**config.mk**
```make
export PLATFORM = sky130hd
export DESIGN_NAME = multicycle_control
export DESIGN_NICKNAME = d
export VERILOG_FILES = /design/src/rtl/ctrl_pkg.sv /design/src/rtl/mem_wait_timer.sv /design/src/rtl/multicycle_control.sv
export SDC_FILE = /design/constraint.sdc
export NUM_CORES = 1
export LEC_CHECK = 0
export CAP_MARGIN = 0
export CORE_MARGIN = 3
export CORE_UTILIZATION = 30
export CTS_BUF_LIST = sky130_fd_sc_hd__clkbuf_4 sky130_fd_sc_hd__clkbuf_8
export DETAILED_ROUTE_END_ITERATION = 12
export PLACE_DENSITY = 0.62
export SKIP_CTS_REPAIR_TIMING = 1
export SLEW_MARGIN = 30
export SYNTH_ARGS = -nofsm -noshare
export SYNTH_HDL_FRONTEND = slang
export SYNTH_SLANG_ARGS = --single-unit
```
**constraint.sdc**
```tcl
create_clock -name clk -period 2.54 [get_ports clk]
set_input_delay 0.762 -clock clk [delete_from_list [all_inputs] [get_ports clk]]
set_output_delay 0.762 -clock clk [all_outputs]
set_load 0.01 [all_outputs]
```
**src/rtl/ctrl_pkg.sv**
```systemverilog
// Shared encodings for the multi-cycle RISC-V control FSM: opcodes, states,
// ALU operand/operation selects and trap causes.
package ctrl_pkg;

    localparam logic [6:0] OP_R      = 7'b0110011;
    localparam logic [6:0] OP_I      = 7'b0010011;
    localparam logic [6:0] OP_LOAD   = 7'b0000011;
    localparam logic [6:0] OP_STORE  = 7'b0100011;
    localparam logic [6:0] OP_BRANCH = 7'b1100011;

    typedef enum logic [3:0] {
        S_START    = 4'd0,
        S_FETCH    = 4'd1,
        S_DECODE   = 4'd2,
        S_EXEC_R   = 4'd3,
        S_EXEC_I   = 4'd4,
        S_WB_ALU   = 4'd5,
        S_MEM_ADDR = 4'd6,
        S_MEM_RD   = 4'd7,
        S_WB_MEM   = 4'd8,
        S_MEM_WR   = 4'd9,
        S_BRANCH   = 4'd10,
        S_TRAP     = 4'd11
    } state_e;

    typedef enum logic [1:0] {
        ALU_ADD   = 2'b00,
        ALU_SUB   = 2'b01,
        ALU_FUNCT = 2'b10
    } alu_op_e;

    localparam logic SRC_A_PC  = 1'b0;
    localparam logic SRC_A_RS1 = 1'b1;

    typedef enum logic [1:0] {
        SRC_B_RS2  = 2'b00,
        SRC_B_FOUR = 2'b01,
        SRC_B_IMM  = 2'b10
    } src_b_e;

    typedef enum logic [1:0] {
        CAUSE_NONE    = 2'b00,
        CAUSE_ILLEGAL = 2'b01,
        CAUSE_TIMEOUT = 2'b10
    } cause_e;

    // States that hold a memory request open until mem_ready.
    function automatic logic is_wait_state(state_e s);
        return (s == S_FETCH) || (s == S_MEM_RD) || (s == S_MEM_WR);
    endfunction

endpackage

```
**src/rtl/mem_wait_timer.sv**
```systemverilog
// Counts cycles spent waiting on mem_ready and flags the cycle on which the
// WAIT_MAX-th consecutive non-ready cycle occurs. WAIT_MAX=0 never expires.
module mem_wait_timer #(
    parameter int WAIT_MAX = 16
) (
    input  logic clk,
    input  logic rst,
    input  logic clear,
    input  logic waiting,
    input  logic ready,
    output logic expired
);

    localparam int CW = (WAIT_MAX < 2) ? 1 : $clog2(WAIT_MAX);
    localparam logic [CW-1:0] LIMIT = (WAIT_MAX == 0) ? '0 : CW'(WAIT_MAX - 1);

    logic [CW-1:0] cnt_q, cnt_d;

    // The count holds the number of earlier stalled cycles, so reaching LIMIT
    // while still not ready marks the last cycle allowed to wait.
    assign expired = (WAIT_MAX != 0) && waiting && !ready && (cnt_q == LIMIT);

    always_comb begin
        // NOTE: every always_comb output gets a default first so no path can infer a latch.
        cnt_d = cnt_q;
        if (clear) begin
            cnt_d = '0;
        end else if (waiting && !ready && (cnt_q != LIMIT)) begin
            cnt_d = cnt_q + 1'b1;
        end
    end

    always_ff @(posedge clk or posedge rst) begin
        // NOTE: state flops use non-blocking assignments so all registers update together at the edge.
        if (rst) begin
            cnt_q <= '0;
        end else begin
            cnt_q <= cnt_d;
        end
    end

endmodule

```
**src/rtl/multicycle_control.sv**
```systemverilog
// Multi-cycle RISC-V control FSM: sequences fetch/decode/execute/memory/writeback,
// handles memory wait states with a timeout, traps, and counts retired instructions.
module multicycle_control
    import ctrl_pkg::*;
#(
    parameter int OPCODE_W = 7,
    parameter int WAIT_MAX = 16,
    parameter int CNT_W    = 32
) (
    input  logic                clk,
    input  logic                rst,
    input  logic [OPCODE_W-1:0] opcode,
    input  logic                mem_ready,
    input  logic                trap_clear,
    output logic                mem_req,
    output logic                mem_we,
    output logic                i_or_d,
    output logic                ir_write,
    output logic                pc_write,
    output logic                branch,
    output logic                reg_write,
    output logic                mem_to_reg,
    output logic                alu_src_a,
    output logic [1:0]          alu_src_b,
    output logic [1:0]          alu_op,
    output logic                trap,
    output logic [1:0]          trap_cause,
    output logic [CNT_W-1:0]    instret,
    output logic [3:0]          state_o
);

    state_e              state_q, state_d;
    logic [OPCODE_W-1:0] opcode_q, opcode_d;
    cause_e              cause_q, cause_d;
    logic [CNT_W-1:0]    instret_q, instret_d;
    logic                retire;
    logic                waiting;
    logic                timer_clear;
    logic                expired;

    assign waiting     = is_wait_state(state_q);
    assign timer_clear = is_wait_state(state_d) && (state_d != state_q);

    mem_wait_timer #(
        .WAIT_MAX (WAIT_MAX)
    ) u_wait_timer (
        .clk     (clk),
        .rst     (rst),
        .clear   (timer_clear),
        .waiting (waiting),
        .ready   (mem_ready),
        .expired (expired)
    );

    always_ff @(posedge clk or posedge rst) begin
        if (rst) begin
            state_q   <= S_START;
            opcode_q  <= '0;
            cause_q   <= CAUSE_NONE;
            instret_q <= '0;
        end else begin
            state_q   <= state_d;
            opcode_q  <= opcode_d;
            cause_q   <= cause_d;
            instret_q <= instret_d;
        end
    end

    always_comb begin
        state_d  = state_q;
        opcode_d = opcode_q;
        cause_d  = cause_q;
        retire   = 1'b0;
        unique case (state_q)
            S_START: state_d = S_FETCH;
            S_FETCH: begin
                if (mem_ready) begin
                    state_d = S_DECODE;
                end else if (expired) begin
                    state_d = S_TRAP;
                    cause_d = CAUSE_TIMEOUT;
                end
            end
            S_DECODE: begin
                opcode_d = opcode;
                case (opcode)
                    OPCODE_W'(OP_R):      state_d = S_EXEC_R;
                    OPCODE_W'(OP_I):      state_d = S_EXEC_I;
                    OPCODE_W'(OP_LOAD),
                    OPCODE_W'(OP_STORE):  state_d = S_MEM_ADDR;
                    OPCODE_W'(OP_BRANCH): state_d = S_BRANCH;
                    default: begin
                        state_d = S_TRAP;
                        cause_d = CAUSE_ILLEGAL;
                    end
                endcase
            end
            S_EXEC_R, S_EXEC_I: state_d = S_WB_ALU;
            S_MEM_ADDR: state_d = (opcode_q == OPCODE_W'(OP_LOAD)) ? S_MEM_RD : S_MEM_WR;
            S_MEM_RD: begin
                if (mem_ready) begin
                    state_d = S_WB_MEM;
                end else if (expired) begin
                    state_d = S_TRAP;
                    cause_d = CAUSE_TIMEOUT;
                end
            end
            S_MEM_WR: begin
                if (mem_ready) begin
                    state_d = S_FETCH;
                    retire  = 1'b1;
                end else if (expired) begin
                    state_d = S_TRAP;
                    cause_d = CAUSE_TIMEOUT;
                end
            end
            S_WB_ALU, S_WB_MEM, S_BRANCH: begin
                state_d = S_FETCH;
                retire  = 1'b1;
            end
            S_TRAP: begin
                if (trap_clear) begin
                    state_d = S_FETCH;
                    cause_d = CAUSE_NONE;
                end
            end
            default: state_d = S_START;
        endcase
    end

    // Counter wraps naturally at 2^CNT_W.
    assign instret_d = retire ? instret_q + 1'b1 : instret_q;

    always_comb begin
        mem_req    = 1'b0;
        mem_we     = 1'b0;
        i_or_d     = 1'b0;
        ir_write   = 1'b0;
        pc_write   = 1'b0;
        branch     = 1'b0;
        reg_write  = 1'b0;
        mem_to_reg = 1'b0;
        alu_src_a  = SRC_A_PC;
        alu_src_b  = SRC_B_RS2;
        alu_op     = ALU_ADD;
        trap       = 1'b0;
        unique case (state_q)
            S_FETCH: begin
                // IR load and PC+4 commit in the same cycle the fetch completes.
                mem_req   = 1'b1;
                ir_write  = mem_ready;
                pc_write  = mem_ready;
                alu_src_b = SRC_B_FOUR;
            end
            S_EXEC_R: begin
                alu_src_a = SRC_A_RS1;
                alu_op    = ALU_FUNCT;
            end
            S_EXEC_I: begin
                alu_src_a = SRC_A_RS1;
                alu_src_b = SRC_B_IMM;
                alu_op    = ALU_FUNCT;
            end
            S_WB_ALU: reg_write = 1'b1;
            S_MEM_ADDR: begin
                alu_src_a = SRC_A_RS1;
                alu_src_b = SRC_B_IMM;
            end
            S_MEM_RD: begin
                mem_req = 1'b1;
                i_or_d  = 1'b1;
            end
            S_WB_MEM: begin
                reg_write  = 1'b1;
                mem_to_reg = 1'b1;
            end
            S_MEM_WR: begin
                mem_req = 1'b1;
                mem_we  = 1'b1;
                i_or_d  = 1'b1;
            end
            S_BRANCH: begin
                alu_src_a = SRC_A_RS1;
                alu_op    = ALU_SUB;
                branch    = 1'b1;
            end
            S_TRAP: trap = 1'b1;
            default: ;
        endcase
    end

    assign trap_cause = cause_q;
    assign instret    = instret_q;
    assign state_o    = state_q;

endmodule
```
==> flow_metrics.tcl <==
set metrics [dict create \
    syn_area_um2 2650 \
    flow.area_growth_from_synthesis_pct 44.6 \
    fmax_mhz 412 \
    p_seq_share_pct 33.9 \
    grt_pass1_vias 2222 \
    switching_share_pct 35.0 \
    clockPowerShare_pct 18.2 \
    synth_top_area_share_pct 46.4 \
    routed_wl_um 6510 \
    postSynth.asyncResetShare_pct 100 \
    synth.area.mux_share_pct 1.18 \
    synth_commonest_cells "dfrtp_1 (49), nand2_1 (40), xnor2_1 (25)" \
    p_int_w 0.00208 \
    numCtsBuffers 5 \
    hp-class "reg -> reg" \
    rows 33 \
    die_w_um 99.9 \
    grt_use_total_pct 12.8 \
    synth_area_per_cell_um2 9.87 \
    synthTopCellsByArea "dfrtp_1 (46%), xnor2_1 (8.3%), nand2_1 (5.7%)" \
    drv_cap 0 \
    synth-edff-count 0 \
    yosysUniqueCellTypes 57 \
    grt_max_degree 50 \
    syn_nets 281 \
    fin_skew_ps 8.24 \
    cts_root_buf "clkbuf_8" \
    synth_top_family_by_area "simple AND/OR/NAND/NOR gates" \
    top_level_ports 63 \
    status "finished clean" \
    ctsLongestPathBuffers 2 \
    place.detailed.hpwl_um 4820 \
    crit_path_start_kind "flip-flop" \
    slew_headroom_pct 73.6 \
    portBuffers 62 \
    clock_sinks 49 \
    ir_worst_vdd_mv 0.296 \
    power.density_nw_per_um2 837 \
    fin_util_pct 45.6 \
    crit_chain "buf_4 -> nor3_4 -> clkdlybuf4s50_1" \
    critPathRequiredTime_ps 1780 \
    drt_pass1_iterations 4 \
    worst-path-buf-inv 2 \
    setup_tns_ps 0 \
    worst-setup-path-type "reg -> out" \
    crit_path_end_kind "primary output" \
    critPathSlowestCell "clkdlybuf4s50_1" \
    finalWeightedCongestion 0.818 \
    setup_viol 0 \
    diodes 0 \
    critPathArrivalTime_ps 1670 \
    syn_inst 268 \
    hold_viol 0 \
    p_sw_w 0.00112 \
    vias 2306 \
    ant_nets 0 \
    core_um2 8380 \
    htreeDepth 2 \
    synth_most_common_cell "dfrtp_1" \
    post-route-min-period_ps 2430 \
    overflow 0 \
    vias_per_cell 4.93 \
    antenna_found_initial 0 \
    synth_compound_area_share_pct 11.6 \
    rsz0062_at_grt "no" \
    synth_xor_area_share_pct 11.6 \
    fin_hold_ws_ps 475 \
    cellLeakagePower_nw 1.91 \
    path_clk_slew_ps 90 \
    synthSimpleGateAreaFrac_pct 24.6 \
    yosys_most_used_dff "dfrtp_1" \
    yosysTopAreaCell "dfrtp_1" \
    yosys_warnings 0 \
    drive_gt1_share_pct 19.0 \
    initial_core_util_pct 31.6 \
    die_h_um 99.9 \
    dp.cells 454 \
    ys_ff_latch 49 \
    die_area_um2 9980 \
    dr.first_iter.drc_count 75 \
    grt_pass1_wl_um 10500 \
    clock_latency_ps 300 \
    layout.cells.non_filler 468 \
    cts_tree "done" \
    crit_family "buffers and inverters" \
    path_max_fanout 6 \
    drc 0 \
    fin_crit_sh_pct 95.6 \
    synthAdderAreaFrac_pct 0.946 \
    cpPeakStageDelay_ps 560 \
    p_comb_share_pct 47.9 \
    ys_seq_area_share_pct 46.4 \
    slew_violations 0 \
    wire_per_inst_um 13.9 \
    layout.nets 375 \
    worst_pin_slew_ps 394 \
]
[cell type report]
cell class | count | area (um2)
fillers | 832 | 4560
multi-input cells | 201 | 1350
flip-flops and latches | 49 | 1230
repair buffers | 100 | 972
well taps | 105 | 131
clock buffers | 6 | 82.6
clock inverters | 2 | 37.5
inverters | 5 | 18.8
[routing by layer]
metal / vias up / part of all wire (%) / track usage (%)
li1: 1130 / - / -
met1: 1117 / 48 / 17.5
met2: 51 / 46 / 21.2
met3: 8 / 4.4 / 2.43
met4: 0 / 0.91 / 2.84
met5: - / 0 / 0
[cells in the final DEF, fill, tap and decap left out, types with 2 or more instances in the layout]
cell type | netlist | layout
a31o_2 | 2 | 2
a221oi_1 | 2 | 2
xor2_1 | 10 | 10
clkbuf_8 | 0 | 6
nand2b_1 | 4 | 4
o21ai_0 | 6 | 5
o211a_1 | 2 | 2
buf_4 | 2 | 35
a31oi_1 | 2 | 2
nand3_1 | 14 | 14
dfrtp_2 | 0 | 3
dlymetal6s2s_1 | 0 | 19
inv_1 | 5 | 4
ha_1 | 2 | 2
and3_1 | 6 | 6
or2_2 | 2 | 2
nand3b_1 | 2 | 2
nand2_1 | 40 | 40
mux2i_1 | 2 | 2
nand4_1 | 6 | 6
xnor2_1 | 25 | 25
clkdlybuf4s50_1 | 0 | 44
and4b_1 | 2 | 2
and4_1 | 3 | 3
or4b_4 | 2 | 2
o21bai_1 | 2 | 2
and3b_1 | 2 | 2
a21oi_1 | 10 | 9
dfrtp_1 | 49 | 46
nor3_1 | 4 | 3
nor2_1 | 19 | 19
o21a_1 | 2 | 2
[through the flow]
stage | total power [W] | area (um2) | setup WS, ps
global route | 0.00343 | 3820 | 34.1
global placement | 0.00253 | 3570 | -370
floorplan | 0.00189 | 2650 | 211
CTS | 0.00315 | 3690 | -260
finish | 0.00320 | 3820 | 113
detailed placement | 0.00255 | 3570 | -389
[registers in the layout, summed over array words and instances (netlist names)]
signal              count
state_o                 4
opcode_q                7
u_wait_timer.cnt_q      4
trap_cause              2
instret                32
[power groups by stage]
stage | sequential [W] | clock [W] | combinational [W]
after detailed placement | 0.00110 | 0 | 0.00145
after global routing | 0.00111 | 0.000640 | 0.00168
after global placement | 0.00110 | 0 | 0.00143
after CTS | 0.00109 | 0.000605 | 0.00145
final | 0.00109 | 0.000583 | 0.00153
after floorplan | 0.00108 | 0 | 0.000804
[worst reg2reg max path, stage by stage (launching register included)]
cell and delay, ps:
dfrtp_2 450, dlymetal6s2s_1 190, buf_4 180, or4b_4 520, a2111o_1 340, o211ai_2 100
xor2_1 180, o211a_1 240, a21oi_1 80
[path summary, 6_finish.rpt]
kind,from,to,slack (ps),cells after the start
worst max-delay path,state_o[3],alu_src_b[0],110,3
worst min register to register,instret[31],instret[31],480,1
min in group asynchronous,rst,opcode_q[3],800,3
worst min-delay path,instret[31],instret[31],480,1
worst max register to register,state_o[3],u_wait_timer.cnt_q[1],140,8
max in group asynchronous,rst,state_o[2],1500,3
[cell families (layout without fill, tap and decap cells)]
| group | after synthesis | count (layout) |
|---|---|---|
| adders and majority gates | 2 | 2 |
| and+or+nand+nor | 120 | 120 |
| buffers and inverters | 18 | 113 |
| DFF | 49 | 49 |
| AOI/OAI and AO/OA | 41 | 41 |
| muxes | 3 | 3 |
| xor gates and xnor gates | 35 | 35 |
No activity file was read; power rests on OpenSTA's default activity.
